### config.mk
export PLATFORM = sky130hd
export DESIGN_NAME = hazard_scoreboard_flat
export DESIGN_NICKNAME = d
export VERILOG_FILES = /design/src/rtl/hazard_pkg.sv /design/src/rtl/hazard_scoreboard_if.sv /design/src/rtl/hazard_scoreboard_pend_counter.sv /design/src/rtl/hazard_scoreboard.sv /design/src/flat_wrapper.sv
export SDC_FILE = /design/constraint.sdc
export NUM_CORES = 1
export LEC_CHECK = 0
export BUFFER_PORTS_ARGS = -buffer_cell sky130_fd_sc_hd__buf_4
export CAP_MARGIN = 40
export CORE_ASPECT_RATIO = 1.1
export CORE_MARGIN = 3
export CORE_UTILIZATION = 40
export CTS_CLUSTER_DIAMETER = 80
export DETAILED_ROUTE_END_ITERATION = 10
export GPL_TIMING_DRIVEN = 0
export PLACE_DENSITY = 0.69
export SYNTH_ARGS = -nofsm -noshare
export SYNTH_HDL_FRONTEND = slang
export SYNTH_HIERARCHICAL = 1
export SYNTH_SLANG_ARGS = --single-unit
export TNS_END_PERCENT = 10
### constraint.sdc
create_clock -name clk -period 4 [get_ports clk]
set_input_delay 0.4 -clock clk [delete_from_list [all_inputs] [get_ports clk]]
set_output_delay 0.4 -clock clk [all_outputs]
set_load 0.02 [all_outputs]
### src/rtl/hazard_pkg.sv
// Shared types for the ID-stage hazard scoreboard: forwarding select encoding and
// the per-source hazard/forward resolution used by the top level.
package hazard_pkg;

  typedef enum logic [1:0] {
    FWD_RF  = 2'b00,
    FWD_EXE = 2'b01,
    FWD_MEM = 2'b10
  } fwd_sel_t;

  typedef struct packed {
    logic     hazard;
    fwd_sel_t sel;
  } src_res_t;

  // Forwarding is only legal when exactly one writer is in flight; a load in EXE
  // fails both forward tests and so always ends up as a hazard.
  function automatic src_res_t resolve_src(
    input logic active,
    input logic eff_zero,
    input logic eff_one,
    input logic exe_match,
    input logic exe_load,
    input logic mem_match,
    input logic fwd_en
  );
    src_res_t res;
    res.hazard = 1'b0;
    res.sel    = FWD_RF;
    if (active && !eff_zero) begin
      if (fwd_en && eff_one && exe_match && !exe_load)
        res.sel = FWD_EXE;
      else if (fwd_en && eff_one && mem_match && !exe_match)
        res.sel = FWD_MEM;
      else
        res.hazard = 1'b1;
    end
    return res;
  endfunction

endpackage

### src/rtl/hazard_scoreboard_if.sv
// ID-stage view of the pipeline as seen by the hazard scoreboard.
// master = pipeline control, slave = scoreboard.
interface hazard_scoreboard_if #(
  parameter int REG_ADDR_W = 4,
  parameter int PERF_W     = 16
);
  import hazard_pkg::*;

  logic [REG_ADDR_W-1:0] src1;
  logic [REG_ADDR_W-1:0] src2;
  logic                  use_src1;
  logic                  two_src;
  logic                  id_wb_en;
  logic [REG_ADDR_W-1:0] id_dest;
  logic                  issue;
  logic [REG_ADDR_W-1:0] exe_dest;
  logic                  exe_wb_en;
  logic                  exe_mem_r_en;
  logic [REG_ADDR_W-1:0] mem_dest;
  logic                  mem_wb_en;
  logic                  commit_valid;
  logic [REG_ADDR_W-1:0] commit_dest;
  logic                  kill_valid;
  logic [REG_ADDR_W-1:0] kill_dest;
  logic                  hazard_detected;
  fwd_sel_t              fwd_sel_a;
  fwd_sel_t              fwd_sel_b;
  logic                  err_underflow;
  logic [PERF_W-1:0]     stall_count;

  modport master (
    output src1, src2, use_src1, two_src, id_wb_en, id_dest, issue,
           exe_dest, exe_wb_en, exe_mem_r_en, mem_dest, mem_wb_en,
           commit_valid, commit_dest, kill_valid, kill_dest,
    input  hazard_detected, fwd_sel_a, fwd_sel_b, err_underflow, stall_count
  );

  modport slave (
    input  src1, src2, use_src1, two_src, id_wb_en, id_dest, issue,
           exe_dest, exe_wb_en, exe_mem_r_en, mem_dest, mem_wb_en,
           commit_valid, commit_dest, kill_valid, kill_dest,
    output hazard_detected, fwd_sel_a, fwd_sel_b, err_underflow, stall_count
  );

endinterface

### src/rtl/hazard_scoreboard_pend_counter.sv
// In-flight writer count for one architectural register. eff is the count after
// this cycle's commit/kill, so a same-cycle writeback is already visible to ID.
module pend_counter #(
  parameter int PEND_W = 2
) (
  input  logic              clk,
  input  logic              rst,
  input  logic              inc,
  input  logic              dec_c,
  input  logic              dec_k,
  output logic [PEND_W-1:0] count,
  output logic [PEND_W-1:0] eff,
  output logic              underflow
);

  localparam logic [PEND_W-1:0] CNT_MAX = '1;

  logic [PEND_W-1:0] n_dec;
  logic [PEND_W-1:0] next;

  // Decrements beyond the remaining count are dropped and flagged.
  always_comb begin
    n_dec     = '0;
    underflow = 1'b0;
    if (count == '0) begin
      underflow = dec_c | dec_k;
    end else if (count == PEND_W'(1)) begin
      n_dec     = PEND_W'(dec_c | dec_k);
      underflow = dec_c & dec_k;
    end else begin
      n_dec = PEND_W'(dec_c) + PEND_W'(dec_k);
    end
    eff  = count - n_dec;
    next = (inc && eff != CNT_MAX) ? eff + PEND_W'(1) : eff;
  end

  always_ff @(posedge clk or posedge rst) begin
    if (rst) count <= '0;
    else     count <= next;
  end

endmodule

### src/rtl/hazard_scoreboard.sv
// ID-stage hazard unit: per-register scoreboard of in-flight writes, EXE/MEM
// forwarding select, load-use and saturation stalls, sticky underflow and stall counter.
module hazard_scoreboard
  import hazard_pkg::*;
#(
  parameter int REG_ADDR_W = 4,
  parameter int PEND_W     = 2,
  parameter int FORWARD_EN = 1,
  parameter int PERF_W     = 16
) (
  input logic                clk,
  input logic                rst,
  hazard_scoreboard_if.slave sb
);

  localparam int                NUM_REGS = 2 ** REG_ADDR_W;
  localparam logic [PEND_W-1:0] PEND_MAX = '1;

  logic [PEND_W-1:0] pend [NUM_REGS];
  logic [PEND_W-1:0] eff  [NUM_REGS];
  logic [NUM_REGS-1:0] uflow;

  for (genvar r = 0; r < NUM_REGS; r++) begin : g_reg
    pend_counter #(.PEND_W(PEND_W)) u_cnt (
      .clk       (clk),
      .rst       (rst),
      .inc       (sb.issue && sb.id_wb_en && sb.id_dest == REG_ADDR_W'(r)),
      .dec_c     (sb.commit_valid && sb.commit_dest == REG_ADDR_W'(r)),
      .dec_k     (sb.kill_valid && sb.kill_dest == REG_ADDR_W'(r)),
      .count     (pend[r]),
      .eff       (eff[r]),
      .underflow (uflow[r])
    );
  end

  src_res_t          res_a;
  src_res_t          res_b;
  logic              sat;
  logic              hazard;
  logic              err_q;
  logic [PERF_W-1:0] stall_q;

  always_comb begin
    res_a = resolve_src(sb.use_src1,
                        eff[sb.src1] == '0, eff[sb.src1] == PEND_W'(1),
                        sb.exe_wb_en && sb.exe_dest == sb.src1, sb.exe_mem_r_en,
                        sb.mem_wb_en && sb.mem_dest == sb.src1, FORWARD_EN != 0);
    res_b = resolve_src(sb.two_src,
                        eff[sb.src2] == '0, eff[sb.src2] == PEND_W'(1),
                        sb.exe_wb_en && sb.exe_dest == sb.src2, sb.exe_mem_r_en,
                        sb.mem_wb_en && sb.mem_dest == sb.src2, FORWARD_EN != 0);
    // Saturation looks at the registered count so a writer never issues into a full slot.
    sat    = sb.id_wb_en && pend[sb.id_dest] == PEND_MAX;
    hazard = res_a.hazard | res_b.hazard | sat;
  end

  always_ff @(posedge clk or posedge rst) begin
    if (rst) begin
      err_q   <= 1'b0;
      stall_q <= '0;
    end else begin
      if (|uflow) err_q <= 1'b1;
      if (hazard && stall_q != '1) stall_q <= stall_q + PERF_W'(1);
    end
  end

  assign sb.hazard_detected = hazard;
  assign sb.fwd_sel_a       = res_a.sel;
  assign sb.fwd_sel_b       = res_b.sel;
  assign sb.err_underflow   = err_q;
  assign sb.stall_count     = stall_q;

endmodule
### src/flat_wrapper.sv
// flat-port wrapper written by rule: the top's interface ports become plain ports
module hazard_scoreboard_flat import hazard_pkg::*;
#(
  parameter int REG_ADDR_W = 4,
  parameter int PEND_W     = 2,
  parameter int FORWARD_EN = 1,
  parameter int PERF_W     = 16
)
  (clk, rst, sb_src1, sb_src2, sb_use_src1, sb_two_src, sb_id_wb_en, sb_id_dest, sb_issue, sb_exe_dest, sb_exe_wb_en, sb_exe_mem_r_en, sb_mem_dest, sb_mem_wb_en, sb_commit_valid, sb_commit_dest, sb_kill_valid, sb_kill_dest, sb_hazard_detected, sb_fwd_sel_a, sb_fwd_sel_b, sb_err_underflow, sb_stall_count);
  hazard_scoreboard_if #(.REG_ADDR_W(REG_ADDR_W), .PERF_W(PERF_W)) sb_i ();
  input logic clk;
  input logic rst;
  input wire logic [$bits(sb_i.src1)-1:0] sb_src1;
  input wire logic [$bits(sb_i.src2)-1:0] sb_src2;
  input wire logic [$bits(sb_i.use_src1)-1:0] sb_use_src1;
  input wire logic [$bits(sb_i.two_src)-1:0] sb_two_src;
  input wire logic [$bits(sb_i.id_wb_en)-1:0] sb_id_wb_en;
  input wire logic [$bits(sb_i.id_dest)-1:0] sb_id_dest;
  input wire logic [$bits(sb_i.issue)-1:0] sb_issue;
  input wire logic [$bits(sb_i.exe_dest)-1:0] sb_exe_dest;
  input wire logic [$bits(sb_i.exe_wb_en)-1:0] sb_exe_wb_en;
  input wire logic [$bits(sb_i.exe_mem_r_en)-1:0] sb_exe_mem_r_en;
  input wire logic [$bits(sb_i.mem_dest)-1:0] sb_mem_dest;
  input wire logic [$bits(sb_i.mem_wb_en)-1:0] sb_mem_wb_en;
  input wire logic [$bits(sb_i.commit_valid)-1:0] sb_commit_valid;
  input wire logic [$bits(sb_i.commit_dest)-1:0] sb_commit_dest;
  input wire logic [$bits(sb_i.kill_valid)-1:0] sb_kill_valid;
  input wire logic [$bits(sb_i.kill_dest)-1:0] sb_kill_dest;
  output wire logic [$bits(sb_i.hazard_detected)-1:0] sb_hazard_detected;
  output wire logic [$bits(sb_i.fwd_sel_a)-1:0] sb_fwd_sel_a;
  output wire logic [$bits(sb_i.fwd_sel_b)-1:0] sb_fwd_sel_b;
  output wire logic [$bits(sb_i.err_underflow)-1:0] sb_err_underflow;
  output wire logic [$bits(sb_i.stall_count)-1:0] sb_stall_count;
  assign sb_i.src1 = sb_src1;
  assign sb_i.src2 = sb_src2;
  assign sb_i.use_src1 = sb_use_src1;
  assign sb_i.two_src = sb_two_src;
  assign sb_i.id_wb_en = sb_id_wb_en;
  assign sb_i.id_dest = sb_id_dest;
  assign sb_i.issue = sb_issue;
  assign sb_i.exe_dest = sb_exe_dest;
  assign sb_i.exe_wb_en = sb_exe_wb_en;
  assign sb_i.exe_mem_r_en = sb_exe_mem_r_en;
  assign sb_i.mem_dest = sb_mem_dest;
  assign sb_i.mem_wb_en = sb_mem_wb_en;
  assign sb_i.commit_valid = sb_commit_valid;
  assign sb_i.commit_dest = sb_commit_dest;
  assign sb_i.kill_valid = sb_kill_valid;
  assign sb_i.kill_dest = sb_kill_dest;
  assign sb_hazard_detected = sb_i.hazard_detected;
  assign sb_fwd_sel_a = sb_i.fwd_sel_a;
  assign sb_fwd_sel_b = sb_i.fwd_sel_b;
  assign sb_err_underflow = sb_i.err_underflow;
  assign sb_stall_count = sb_i.stall_count;
  hazard_scoreboard #(.REG_ADDR_W(REG_ADDR_W), .PEND_W(PEND_W), .FORWARD_EN(FORWARD_EN), .PERF_W(PERF_W)) u_core (.clk(clk), .rst(rst), .sb(sb_i));
endmodule
Word level (Yosys, flattened, before mapping). Cells that the tools add are included.

Memories kept: 0. Logic and storage cells: 415. Bits in read-only memories: 0. Bits in registers: 49. Output and inout port bits: 22. Bits in latches: 0. Bits in writable memories: 0. Input bits: 39.

$mul: 0. Add/subtract/negate cells: 49. Magnitude comparators: 3. Equal/unequal tests: 85. Bitwise operators: 53. Reductions and logical operators: 108. Muxes and demuxes: 99. Shift operators: 0. Div/mod/pow operators: 0.

Operators by type and width (count): $mux W2 (58); $eq A4 B4 Y1 const B (24); $logic_and A1 B1 Y1 (81); $eq A4 B3 Y1 const B (12); $eq A2 B1 Y1 const B (18); $logic_not A2 Y1 (18); $mux W1 (36); $or A1 B1 Y1 (34); $add A1 B1 Y2 (16); $add A2 B1 Y2 const B (16); $ne A2 B2 Y1 const B (16); $sub A2 B2 Y2 (16); $bmux W2 S4 (3); $eq A4 B2 Y1 const B (6); $add A16 B1 Y16 const B (1); $and A1 B1 Y1 (16); $eq A4 B4 Y1 (4); $ne A16 B16 Y1 const B (1); $reduce_or A16 Y1 (1); $ge A5 B5 Y1 const B (3); $not A4 Y5 (3); $eq A4 B1 Y1 const B (3); $logic_not A4 Y1 (3); $mux W3 (2); other kinds (2) (6).

Logic depth before layout (Yosys ltp).
Depth after elaboration: 18. Depth in mapped cells: 17. Mapped depth without buffers: 15.

Hierarchy. The synthesis kept the hierarchy.

Modules (own cells, without submodules): pend_counter (area an instance 197.7 um^2, times used 16, cells each 21); hazard_scoreboard (area an instance 2386.0 um^2, times used 1, cells each 273).

Least setup slack after synthesis. Ideal clock, no wire load.

Path type: input-to-output. Start point: input sb_commit_dest[3]. End point: output sb_hazard_detected. Arrival time: 3700 ps. Data required time: 3600 ps. Path slack: -100 ps. Stages on the path: 15. Path buffers: 1. Path through: or3b_2 nor3_1 inv_1 ha_1 nand2_1 o31ai_1 ha_1 xnor2_2 mux4_2 mux2i_1 mux2i_1 and2_1 a2111o_1 buf_6 or2_1.

RTL lines: start: declaration (RTL line flat_wrapper.sv:26) `input wire logic [$bits(sb_i.commit_dest)-1:0] sb_commit_dest;`; end: declaration (RTL line flat_wrapper.sv:29) `output wire logic [$bits(sb_i.hazard_detected)-1:0] sb_hazard_detected;`.

==> run summary <==
failing checks: negative setup slack
CTS tree: yes
drt first pass iters: 5
Num CTS Buffers: 5
commonest non-fill, non-tap cells in the layout: inv_1 (66), nor2_1 (66), ha_1 (64)
Pwr Density: 519.5 nW/um^2
max_slew headroom: 0.5591
Synth warnings: 6
first-pass GRT wire length: 23.74 mm
Setup crit start kind: input port
number of synthesized flops with an enable pin: 0
CTS max path bufs: 2
Storage cell area: 1226 um^2
Setup Viol. Count Final: 3
routed vias: 4647
Worst Path Arrival: 3.86 ns
row cnt: 44
Crit Path Class: in -> out
placed cell count: 844
crit path time final: 4.256 ns
post-synth net total: 713
vias in the first global route: 4683
clk root buf: clkbuf_16
Setup WS post-layout: -0.2565 ns
largest net degree at the start of global routing: 18
clk_skew: 0.005789 ns
post-DR vias/cell: 5.391
Post-CTS Hold Fix Bufs: 0
hold crit path type: in -> async
worst skew pair latency: 0.30 ns
Fin Setup TNS: -0.5105 ns
mapped cell area: 5549 um^2
Synth Instances: 609
Final Routed Wirelength: 14.67 mm
Die H: 129.5 um
Port Buffers: 51
reg2reg setup slack: 0.65 ns
Final Hold Viols: 0
RSZ-0062 raised after global routing: true
fin. max-slew vios: 0
post-synthesis async set-or-reset flop share: 1.000
r2r worst-path depth: 12
status: finished with violations
I/O Pins: 61
share of layout cells above drive strength 1: 0.3068
Yosys cell types: 55
antenna cell count: 0
die width: 118.3 um
r2r startpoint: u_core/g_reg[4].u_cnt/count[1]
initial drt markers: 285
fmax: 0.2349 GHz
Placer Congestion: 0.8917
Antenna Violating Nets Remaining: 0
crit path capture type: output pin
full die area: 15320 um^2
crit path max fanout: 4
DRC Markers: 0
wire per inst: 17.02 um
CP Data Required Time: 3.60 ns
area grow syn2layout: 18.94%
reg2reg end: u_core/sb.stall_count[8]
CTS H-Tree Depth: 2
sequential element share of the synthesized area: 0.2210
max_cap viols: 0
final worst path period share: 1.064
antenna violations before repair: 0
ys flop type: dfrtp_1
LEAKAGE: 2.978 nW
Yosys reg bits: 49
global-route usage over all layers: 0.1953
Clock Sinks: 49
worst-case vdd ir drop: 0.2426 mV
clock-pin slew on the worst setup and hold paths: 0.07 ns
CORE AREA: 13380 um^2
Avg Cell Area, Syn: 9.112 um^2
post-place setup slack: -0.7139 ns
GRT overflow: 0
Layout Cells excl Fill: 862
fin nets: 781
filler cell count: 1280
Initial Utilization: 0.4148
Slew @ Worst Pin: 0.6606 ns
multi-input logic area: 4091 um^2
DP Wirelength: 12.02 mm
## report_power, final
part           total [mW]  internal [mW]  switching (mW)
clock               0.458          0.250           0.208
combinational        1.97          0.989           0.984
sequential          0.998          0.697           0.301
## registers in the layout, indices dropped and copies added (netlist names)
name / flops
u_core/g.u_cnt/count: 32
u_core/sb.err_underflow: 1
u_core/sb.stall_count: 16
## worst max-delay path: stages
cell	delay, ns
buf_8	0.10
or3b_4	0.44
nor3_4	0.22
inv_1	0.08
ha_1	0.30
nand2_1	0.08
o31ai_2	0.07
ha_2	0.32
inv_2	0.05
mux4_2	0.46
mux2i_2	0.19
o22a_1	0.20
a211oi_2	0.05
a2111o_1	0.41
buf_6	0.14
or2_1	0.21
buf_6	0.13
## worst max-delay path by stage
stage	startpoint	to	depth (start not counted)	slack, ns
2_1_floorplan	sb_kill_dest[3]	sb_hazard_detected	15	0.02
3_3_place_gp	sb_kill_dest[3]	sb_hazard_detected	17	-0.66
3_5_place_dp	sb_kill_dest[3]	sb_hazard_detected	17	-0.71
4_1_cts	sb_kill_dest[2]	sb_hazard_detected	17	-0.22
5_1_grt	sb_commit_dest[2]	sb_hazard_detected	17	-0.35
6_report	sb_commit_dest[2]	sb_hazard_detected	17	-0.26
## cell families (layout without fill, tap and decap cells)
kind of cell    Yosys count  after routing  synth area share
simple gates            216            216            0.1986
compound gates           62             62           0.08478
xor+xnor                 58             58            0.1132
buf+inv                 102            171           0.07215
flops                    49             49            0.2210
fa+ha+maj                65             65            0.1466
mux                      57             57            0.1637
## cells in the mapped netlist, types with 2 or more instances
| library cell | n | area, um^2 |
|---|---|---|
| buf_2 | 4 | 20.02 |
| o211ai_1 | 2 | 15.01 |
| o2111ai_1 | 4 | 35.03 |
| xor2_1 | 9 | 78.83 |
| xnor2_1 | 33 | 289.0 |
| xnor2_2 | 16 | 260.3 |
| mux2_1 | 6 | 67.56 |
| mux2_4 | 16 | 240.2 |
| nand3b_1 | 6 | 45.04 |
| nor2_1 | 77 | 289.0 |
| o211ai_2 | 5 | 62.56 |
| nor4_1 | 5 | 31.28 |
| buf_1 | 3 | 11.26 |
| or3b_2 | 2 | 17.52 |
| a21oi_1 | 16 | 80.08 |
| nand2b_1 | 25 | 156.4 |
| nor2b_1 | 4 | 25.02 |
| o31ai_1 | 16 | 120.1 |
| nand3_1 | 10 | 50.05 |
| o21ai_1 | 5 | 25.02 |
| or3_1 | 2 | 12.51 |
| mux2i_1 | 15 | 150.1 |
| nand4b_1 | 2 | 17.52 |
| o2111ai_2 | 3 | 45.04 |
| and3_1 | 5 | 31.28 |
| inv_1 | 67 | 251.5 |
| nand2b_2 | 16 | 140.1 |
| mux4_2 | 20 | 450.4 |
| nor3_1 | 17 | 85.08 |
| nand2_1 | 34 | 127.6 |
| inv_2 | 16 | 60.06 |
| nand4_1 | 3 | 18.77 |
| ha_1 | 65 | 813.3 |
| dfrtp_1 | 49 | 1226 |
| and2_1 | 3 | 18.77 |
| clkbuf_1 | 9 | 33.78 |
## stage by stage
step	util	hold WS, ns	total power, mW	area [um^2]
floorplan	-	0.1412	2.290	5555
global placement	0.4611	0.4038	2.717	6168
detailed placement	0.4611	0.4116	2.815	6168
CTS	0.4846	0.08122	3.373	6482
global route	0.4934	0.09717	3.697	6600
finish	0.4934	0.07693	3.429	6600
## layer usage
layer / routed length [um] / share of wire / vias to the layer above / GRT usage
met3: 834 / 0.057 / 31 / 0.03710
met4: 369 / 0.025 / 0 / 0.07517
li1: - / - / 2210 / -
met2: 7358 / 0.50 / 142 / 0.3498
met5: 0 / 0 / - / 0
met1: 6110 / 0.42 / 2264 / 0.2334
## timing repair
item,4_1_cts,5_1_grt
pin swaps,12,10
cloned,0,0
endpoints found under the hold margin,0,0
gates resized for setup,28,22
setup buffers,7,4
setup endpoints to repair,18,12
## cell type report
type,instances,share of cell area
Buffer,18,0.01403
Clock buffer,6,0.02104
Tap cell,184,0.03488
Clock inverter,2,0.002085
Inverter,83,0.04720
Sequential cell,49,0.1858
Timing Repair Buffer,62,0.07507
Multi-Input combinational cell,458,0.6199
Note: power is estimated with default switching activity, not from simulation.
